**src/rtl/ex_muldiv.sv**
```systemverilog
`default_nettype none
// +--------------------------------------------------------------------------+
// | ex_muldiv : iterative MULT/MULTU/DIV/DIVU unit owning the HI/LO pair.    |
// | Rev 1.0   : initial release                                              |
// +--------------------------------------------------------------------------+
module ex_muldiv #(
  parameter int WIDTH = 32
) (
  input  logic             clk,
  input  logic             rst_n,
  input  logic             start,
  input  logic [2:0]       op,
  input  logic [WIDTH-1:0] src_a,
  input  logic [WIDTH-1:0] src_b,
  input  logic             flush,
  output logic             busy,
  output logic             done,
  output logic             div_by_zero,
  output logic [WIDTH-1:0] hi,
  output logic [WIDTH-1:0] lo
);

  localparam int                 c_cnt_w   = $clog2(WIDTH);
  localparam logic [c_cnt_w-1:0] c_last    = c_cnt_w'(WIDTH - 1);
  localparam logic [2:0]         c_op_mthi = 3'b100;
  localparam logic [2:0]         c_op_mtlo = 3'b101;

  typedef enum logic [1:0] {S_IDLE, S_MUL, S_DIV, S_FIX} state_t;

  state_t               r_state, w_state_nxt;
  logic [c_cnt_w-1:0]   r_cnt;
  logic [2*WIDTH-1:0]   r_acc;
  logic [WIDTH-1:0]     r_opb;
  logic [WIDTH-1:0]     r_hi, r_lo;
  logic                 r_is_div, r_neg_res, r_neg_rem, r_dbz;

  logic                 w_accept, w_is_mul, w_is_div, w_signed;
  logic                 w_a_neg, w_b_neg;
  logic [WIDTH-1:0]     w_mag_a, w_mag_b;
  logic [WIDTH:0]       w_mul_sum, w_trial;
  logic [2*WIDTH-1:0]   w_mul_nxt, w_div_nxt, w_prod;
  logic [WIDTH-1:0]     w_quo, w_rem;

  assign w_accept = (r_state == S_IDLE) && start && !flush;
  assign w_is_mul = (op[2:1] == 2'b00);
  assign w_is_div = (op[2:1] == 2'b01);
  assign w_signed = ~op[0];
  assign w_a_neg  = w_signed & src_a[WIDTH-1];
  assign w_b_neg  = w_signed & src_b[WIDTH-1];
  assign w_mag_a  = w_a_neg ? -src_a : src_a;
  assign w_mag_b  = w_b_neg ? -src_b : src_b;

  // Shift-add: upper half accumulates with a carry bit, multiplier drains from the low end.
  assign w_mul_sum = {1'b0, r_acc[2*WIDTH-1:WIDTH]} + {1'b0, (r_acc[0] ? r_opb : '0)};
  assign w_mul_nxt = {w_mul_sum, r_acc[WIDTH-1:1]};

  // Restoring divide: acc holds {remainder, dividend/quotient}; bit WIDTH of trial is the borrow.
  assign w_trial   = {r_acc[2*WIDTH-1:WIDTH], r_acc[WIDTH-1]} - {1'b0, r_opb};
  assign w_div_nxt = w_trial[WIDTH] ? {r_acc[2*WIDTH-2:0], 1'b0}
                                    : {w_trial[WIDTH-1:0], r_acc[WIDTH-2:0], 1'b1};

  assign w_prod = r_neg_res ? -r_acc : r_acc;
  assign w_quo  = r_neg_res ? -r_acc[WIDTH-1:0] : r_acc[WIDTH-1:0];
  assign w_rem  = r_neg_rem ? -r_acc[2*WIDTH-1:WIDTH] : r_acc[2*WIDTH-1:WIDTH];

  always_ff @(posedge clk or negedge rst_n) begin
    if (!rst_n) r_state <= S_IDLE;
    else        r_state <= w_state_nxt;
  end

  always_comb begin
    w_state_nxt = r_state;
    case (r_state)
      S_IDLE: begin
        if (w_accept && w_is_mul)      w_state_nxt = S_MUL;
        else if (w_accept && w_is_div) w_state_nxt = (src_b == '0) ? S_FIX : S_DIV;
      end
      S_MUL:   if (r_cnt == c_last) w_state_nxt = S_FIX;
      S_DIV:   if (r_cnt == c_last) w_state_nxt = S_FIX;
      S_FIX:   w_state_nxt = S_IDLE;
      default: w_state_nxt = S_IDLE;
    endcase
    if (flush) w_state_nxt = S_IDLE;
  end

  always_ff @(posedge clk or negedge rst_n) begin
    if (!rst_n) begin
      r_cnt     <= '0;
      r_acc     <= '0;
      r_opb     <= '0;
      r_hi      <= '0;
      r_lo      <= '0;
      r_is_div  <= 1'b0;
      r_neg_res <= 1'b0;
      r_neg_rem <= 1'b0;
      r_dbz     <= 1'b0;
    end else begin
      case (r_state)
        S_IDLE: begin
          if (w_accept) begin
            r_cnt     <= '0;
            r_is_div  <= w_is_div;
            r_neg_res <= w_a_neg ^ w_b_neg;
            r_neg_rem <= w_a_neg;
            r_dbz     <= w_is_div && (src_b == '0);
            if (op == c_op_mthi) r_hi <= src_a;
            if (op == c_op_mtlo) r_lo <= src_a;
            if (w_is_mul) begin
              r_acc <= {{WIDTH{1'b0}}, w_mag_b};
              r_opb <= w_mag_a;
            end else if (w_is_div) begin
              r_acc <= {{WIDTH{1'b0}}, w_mag_a};
              r_opb <= w_mag_b;
            end
          end
        end
        S_MUL: begin
          r_acc <= w_mul_nxt;
          r_cnt <= r_cnt + 1'b1;
        end
        S_DIV: begin
          r_acc <= w_div_nxt;
          r_cnt <= r_cnt + 1'b1;
        end
        S_FIX: begin
          if (!flush && !r_dbz) begin
            if (r_is_div) begin
              r_hi <= w_rem;
              r_lo <= w_quo;
            end else begin
              r_hi <= w_prod[2*WIDTH-1:WIDTH];
              r_lo <= w_prod[WIDTH-1:0];
            end
          end
        end
        default: r_cnt <= '0;
      endcase
    end
  end

  // done is gated by flush so an aborted FIX never reports completion.
  assign busy        = (r_state != S_IDLE);
  assign done        = (r_state == S_FIX) && !flush;
  assign div_by_zero = done && r_dbz;
  assign hi          = r_hi;
  assign lo          = r_lo;

endmodule
`default_nettype wire

```
**config.mk**
```make
export PLATFORM = sky130hd
export DESIGN_NAME = ex_muldiv
export DESIGN_NICKNAME = d
export VERILOG_FILES = /design/src/rtl/ex_muldiv.sv
export SDC_FILE = /design/constraint.sdc
export NUM_CORES = 1
export LEC_CHECK = 0
export CAP_MARGIN = 20
export CORE_ASPECT_RATIO = 0.8
export CORE_MARGIN = 2
export CORE_UTILIZATION = 45
export CTS_BUF_LIST = sky130_fd_sc_hd__clkbuf_8
export DETAILED_ROUTE_END_ITERATION = 8
export REMOVE_ABC_BUFFERS = 1
export SLEW_MARGIN = 10
export SYNTH_ARGS = -nofsm -noshare
export SYNTH_HDL_FRONTEND = slang
export SYNTH_SLANG_ARGS = --single-unit
```
**constraint.sdc**
```tcl
create_clock -name clk -period 10.37 [get_ports clk]
set_input_delay 3.111 -clock clk [delete_from_list [all_inputs] [get_ports clk]]
set_output_delay 3.111 -clock clk [all_outputs]
set_load 0.02 [all_outputs]
```
* After elaboration in Yosys (flattened, before gate mapping)
Index checks and enable logic that the tools add are counted.
Word-level totals: flip-flop bits (word level) 171, output and inout bits 67
Cells by class: add/sub/neg operators 8, equality and inequality tests 14, multiplexer cells 31, bitwise logic cells 4, reduce and logical (&&, ||, !) cells 26
Operators by type and width (count):
- $mux 32 | 15
- $mux 64 | 5
- $pmux 64 s3 | 1
- $neg 32->32 | 4
- $pmux 32 s2 | 2
- $neg 64->64 | 1
- $add 32x32->33 | 1
- $sub 33x32->33 | 1
- $logic_not 32->1 | 1
- $pmux 5 s2 | 1
- $logic_and 1x1->1 | 8
- $mux 2 | 4
- $reduce_and 4->1 | 2
- $reduce_bool 2->1 | 4
- $eq 3x3->1 const B | 2
- $pmux 2 s3 | 1
- $reduce_and 2->1 | 3
- $reduce_and 3->1 | 2
- $add 5x1->5 const B | 1
- $eq 5x5->1 const B | 1
- $mux 5 | 1
- $eq 2x1->1 const B | 2
- $eq 2x2->1 const B | 2
- $logic_not 2->1 | 2
- other kinds (12) | 16

* Longest topological paths before layout
depth after elaboration 8, mapped depth 15, gate-level depth less buffers 13

* Worst setup path after synthesis
No wires, ideal clock.
kind in2out, from in flush, to out div_by_zero, arrival 3739 ps, setup slack 3520 ps, stages on the path 2, path buffers 0, path through nor2b_1 -> and2_1
Between the ends: cells in the longest elaborated chain, start to end 3
Ends and longest elaborated chain:
- from (decl) | line 15 | input logic flush,
- $logic_not 1->1 | line 143 | assign done = (r_state == S_FIX) && !flush;
- $logic_and 1x1->1 | line 143
- $logic_and 1x1->1 | line 144 | assign div_by_zero = done && r_dbz;
- to (decl) | line 18 | output logic div_by_zero,
No other way between the ends.

* Worst setup path in the final report
Ends and elaborated chain as after synthesis.

==> implementation parameters <==
Parameter                              Value

Setup path
  Critical-path cell list    clkdlybuf4s50_1 -> nor2b_1 -> and2_1 -> clkdlybuf4s50_1
  Data arrival time of the critical path    4.53 ns
  Capture instance of the worst register-to-register path    r_acc[40]
  Slack of the worst reg-to-reg path    6.14 ns
  Cell type with the highest occurrence count on the critical path    sky130_fd_sc_hd__clkdlybuf4s50_1
  Worst Path Max Fanout    5
  Crit path required time    7.26 ns
  Nature of the critical path endpoint    output port
  Biggest cell delay along the critical path    0.60 ns
  Critical path class    in -> out
  Kind of start point of the critical path    primary input
  Startpoint of the lowest-slack register-to-register path    r_acc[32]
  R2R depth    13
  Slowest stage cell, crit path    sky130_fd_sc_hd__clkdlybuf4s50_1

Routing
  Via Count    15327
  Per-cell via count in the routed design    around 6
  Number of nets still failing antenna checks after routing    0
  Post-Route WL    53.6 mm
  Drt drc    0
  Routed length per placed instance    21.4 microns
  First-pass detailed-route iteration total    9
  Number of violations reported at the end of detailed-routing iteration 0    1589

STA
  Final setup skew    0.0219 ns
  Finish-stage setup viols    0
  Post-layout min period    around 7.6 ns
  Tightest Pin Transition    1.09 ns
  Final Slew Violations    0
  Relative slew margins    27.3%
  Crit share post-route    73.7%
  Fin Setup TNS    0 ns
  Setup repair after global routing missed its margin    false
  Maximum frequency from static timing analysis    131 MHz
  Hold Vio Cnt, Final    0

Place
  Post-DP HPWL    39.3 mm
  Count of port buffers added during placement    137
  Final weighted congestion in routability-driven placement    0.932

Synthesis
  Number of storage elements in the synthesis netlist    171
  Post-synth ARST share    100%
  Sequential fraction of the synthesis area    28.1%
  Number of enable flip-flop cells after synthesis    0
  Portion of synthesized cell area occupied by the leading cell type    approximately 28%
  Prevailing post-synth register cell    sky130_fd_sc_hd__dfrtp_1
  Number of warnings printed during yosys synthesis    0
  Cell type with the highest aggregate area in the netlist    sky130_fd_sc_hd__dfrtp_1
  Synth Cell Area    15200 sq um
  Avg Synthesized Cell Area    7.57 sq um
  Main area contributors after synthesis    sky130_fd_sc_hd__dfrtp_1, sky130_fd_sc_hd__o21ai_0, sky130_fd_sc_hd__nand2_1
  Synth Instances    just over 2000
  Number of different library cells in the post-synthesis netlist    77

Global routing
  Aggregate global routing overflow    0
  Overall routing resource usage    30.4%
  Wire length of the first global-routing pass    ~84 mm
  Pin count of the biggest net entering global routing    79
  Number of antenna violations at the first check in global routing    0
  Number of global-route vias before repair    ~14000

Die
  Chip width    210 microns
  Core Region    33500 sq um
  # rows    60
  Die footprint    ~35000 sq um
  Die boundary height    around 170 microns
  Starting utilization of the core area    45.5%
  Num ports    138

CTS
  Buffer depth of the longest clock path    2
  H-tree depth reported by CTS    4
  CTS tree    done
  # clock sinks    around 170
  Clock transition at the register clock pins on the worst setup and hold paths after CTS    approximately 0.10 ns
  Total of cells resized after clock tree synthesis    0
  Buffers inserted by post-CTS timing repair    0
  Num CTS Buffers    17
  Clk Tree Root Cell    sky130_fd_sc_hd__clkbuf_8
  Number of buffers inserted for hold repair after clock tree synthesis    0
  Clock insertion delay at the later pin of the skew report    0.52 ns

Layout
  Area used by multi-input combinational logic    10200 sq um
  Antenna diode count    0
  Layout net count    2204
  Fill cell count    3317
  Combined flip-flop and latch cell area    4280 sq um
  Fraction of final layout cells with drive strength greater than 1    under 10%
  Layout Area Growth over Synthesis    13.5%

Job
  Reported max-cap violation count    0

Power
  Static leakage power    7.50 nW
  Maximum vdd drop    146 uV
  Final total power    roughly 4 mW
  P per Cell Area    233 nW/um^2

Min path
  Min-Delay Startpoint    lo[7]
  Class of the most critical hold timing path    reg -> reg
  Cell depth of the worst hold path    2
  Hold endpoint    lo[7]

Status
  Status    completed
==> per-stage QoR <==
stage	util (%)	cells	hold slack (ns)	cell area, sq um	worst slack, ns
after floorplan	-	1877	0.450	14700	3.52
final	51.6	2502	0.484	17300	2.72
after CTS	51.6	2502	0.486	17300	2.72
after global placement	50.3	2470	0.460	16900	2.79
after detailed placement	50.4	2471	0.465	16900	2.74
after global routing	51.6	2502	0.511	17300	2.66
==> routing by layer <==
layer,part of all wire [%],GRT usage [%]
met3,7.0,6.20
met2,42,45.0
met5,0,0
met1,48,44.8
met4,2.5,8.70
==> cells in the mapped netlist, types with 7 or more instances <==
cell,n
sky130_fd_sc_hd__nand2_1,283
sky130_fd_sc_hd__o21ai_0,258
sky130_fd_sc_hd__dfrtp_1,171
sky130_fd_sc_hd__nor2_1,162
sky130_fd_sc_hd__a21oi_1,141
sky130_fd_sc_hd__clkbuf_1,117
sky130_fd_sc_hd__xor2_1,89
sky130_fd_sc_hd__xnor2_1,81
sky130_fd_sc_hd__ha_1,75
sky130_fd_sc_hd__inv_1,66
sky130_fd_sc_hd__a22oi_1,50
sky130_fd_sc_hd__a21o_1,44
sky130_fd_sc_hd__o211ai_1,41
sky130_fd_sc_hd__mux2i_1,34
sky130_fd_sc_hd__nor3_1,29
sky130_fd_sc_hd__a211oi_1,28
sky130_fd_sc_hd__nand3_1,27
sky130_fd_sc_hd__o31ai_1,23
sky130_fd_sc_hd__nor2b_1,21
sky130_fd_sc_hd__nand2b_1,19
sky130_fd_sc_hd__or3_1,17
sky130_fd_sc_hd__and3_1,16
sky130_fd_sc_hd__nor4_1,16
sky130_fd_sc_hd__nand4_1,14
sky130_fd_sc_hd__a31oi_1,13
sky130_fd_sc_hd__o21a_1,13
sky130_fd_sc_hd__or4_1,13
sky130_fd_sc_hd__o41ai_1,10
sky130_fd_sc_hd__or2_2,10
sky130_fd_sc_hd__buf_1,8
sky130_fd_sc_hd__and2_1,7
==> worst max-delay path: cells and delay by family <==
kind / cells / cell delay (ns)
buf+inv: 2 / 1.08
simple gates: 2 / 0.34
==> power by group <==
group          internal, mW  switching [mW]
Combinational         0.885            1.45
Sequential            0.917           0.256
Clock                 0.244           0.272
==> registers in the layout, indices dropped and copies added, names as in the netlist <==
register and cells:
r_neg_res 1, r_acc 64, r_cnt 5, r_state 2
lo 32, r_neg_rem 1, r_is_div 1, hi 32
r_opb 32, r_dbz 1
==> cell type report <==
type                       count  share of cell area [%]
clock buffer                  19                    1.51
tap                          434                    3.14
clock inverter                12                   0.768
inverter                      67                    1.46
sequential                   171                    24.8
multi-input combinational   1639                    59.3
timing repair buffer         160                    9.06
==> cell families (layout without fill, tap and decap cells) <==
group                    count (synthesis)  after routing  share of synthesized area (%)
adder cells (fa/ha/maj)                 77             77                           6.43
XOR/XNOR                               170            170                           9.78
AND/OR/NAND/NOR                        658            658                           19.8
flip-flops                             171            171                           28.1
multiplexers                            39             39                           2.60
AO/OA/AOI/OAI                          695            695                           28.2
buffers and inverters                  201            258                           5.13
==> placed cells by master, fill, tap and decap left out, drive strengths merged, types with 6 or more instances in the layout <==
master           n
a21oi          141
nand2          283
or2             10
ha              75
a22oi           50
xor2            89
o31ai           24
o21ai          262
nor2           162
inv             70
a31oi           13
or4             15
nor4            16
nand2b          19
buf             24
nand3           27
nand4           14
and3            16
nor3            29
o41ai           10
nor2b           21
xnor2           81
a21o            44
o21a            13
or3             18
a211oi          28
clkbuf          19
and2             7
a22o             6
o21bai           6
dfrtp          171
clkdlybuf4s50  136
mux2i           34
nand3b           6
o211ai          41
==> worst max-delay path by stage <==
stage / depth (start not counted) / endpoint / slack, ns / from
after global placement: 4 / div_by_zero / 2.79 / flush
final: 4 / div_by_zero / 2.72 / flush
after floorplan: 2 / div_by_zero / 3.52 / flush
after global routing: 4 / div_by_zero / 2.66 / flush
after detailed placement: 4 / div_by_zero / 2.74 / flush
after CTS: 4 / div_by_zero / 2.72 / flush
Power figures use the tool's default switching activity.
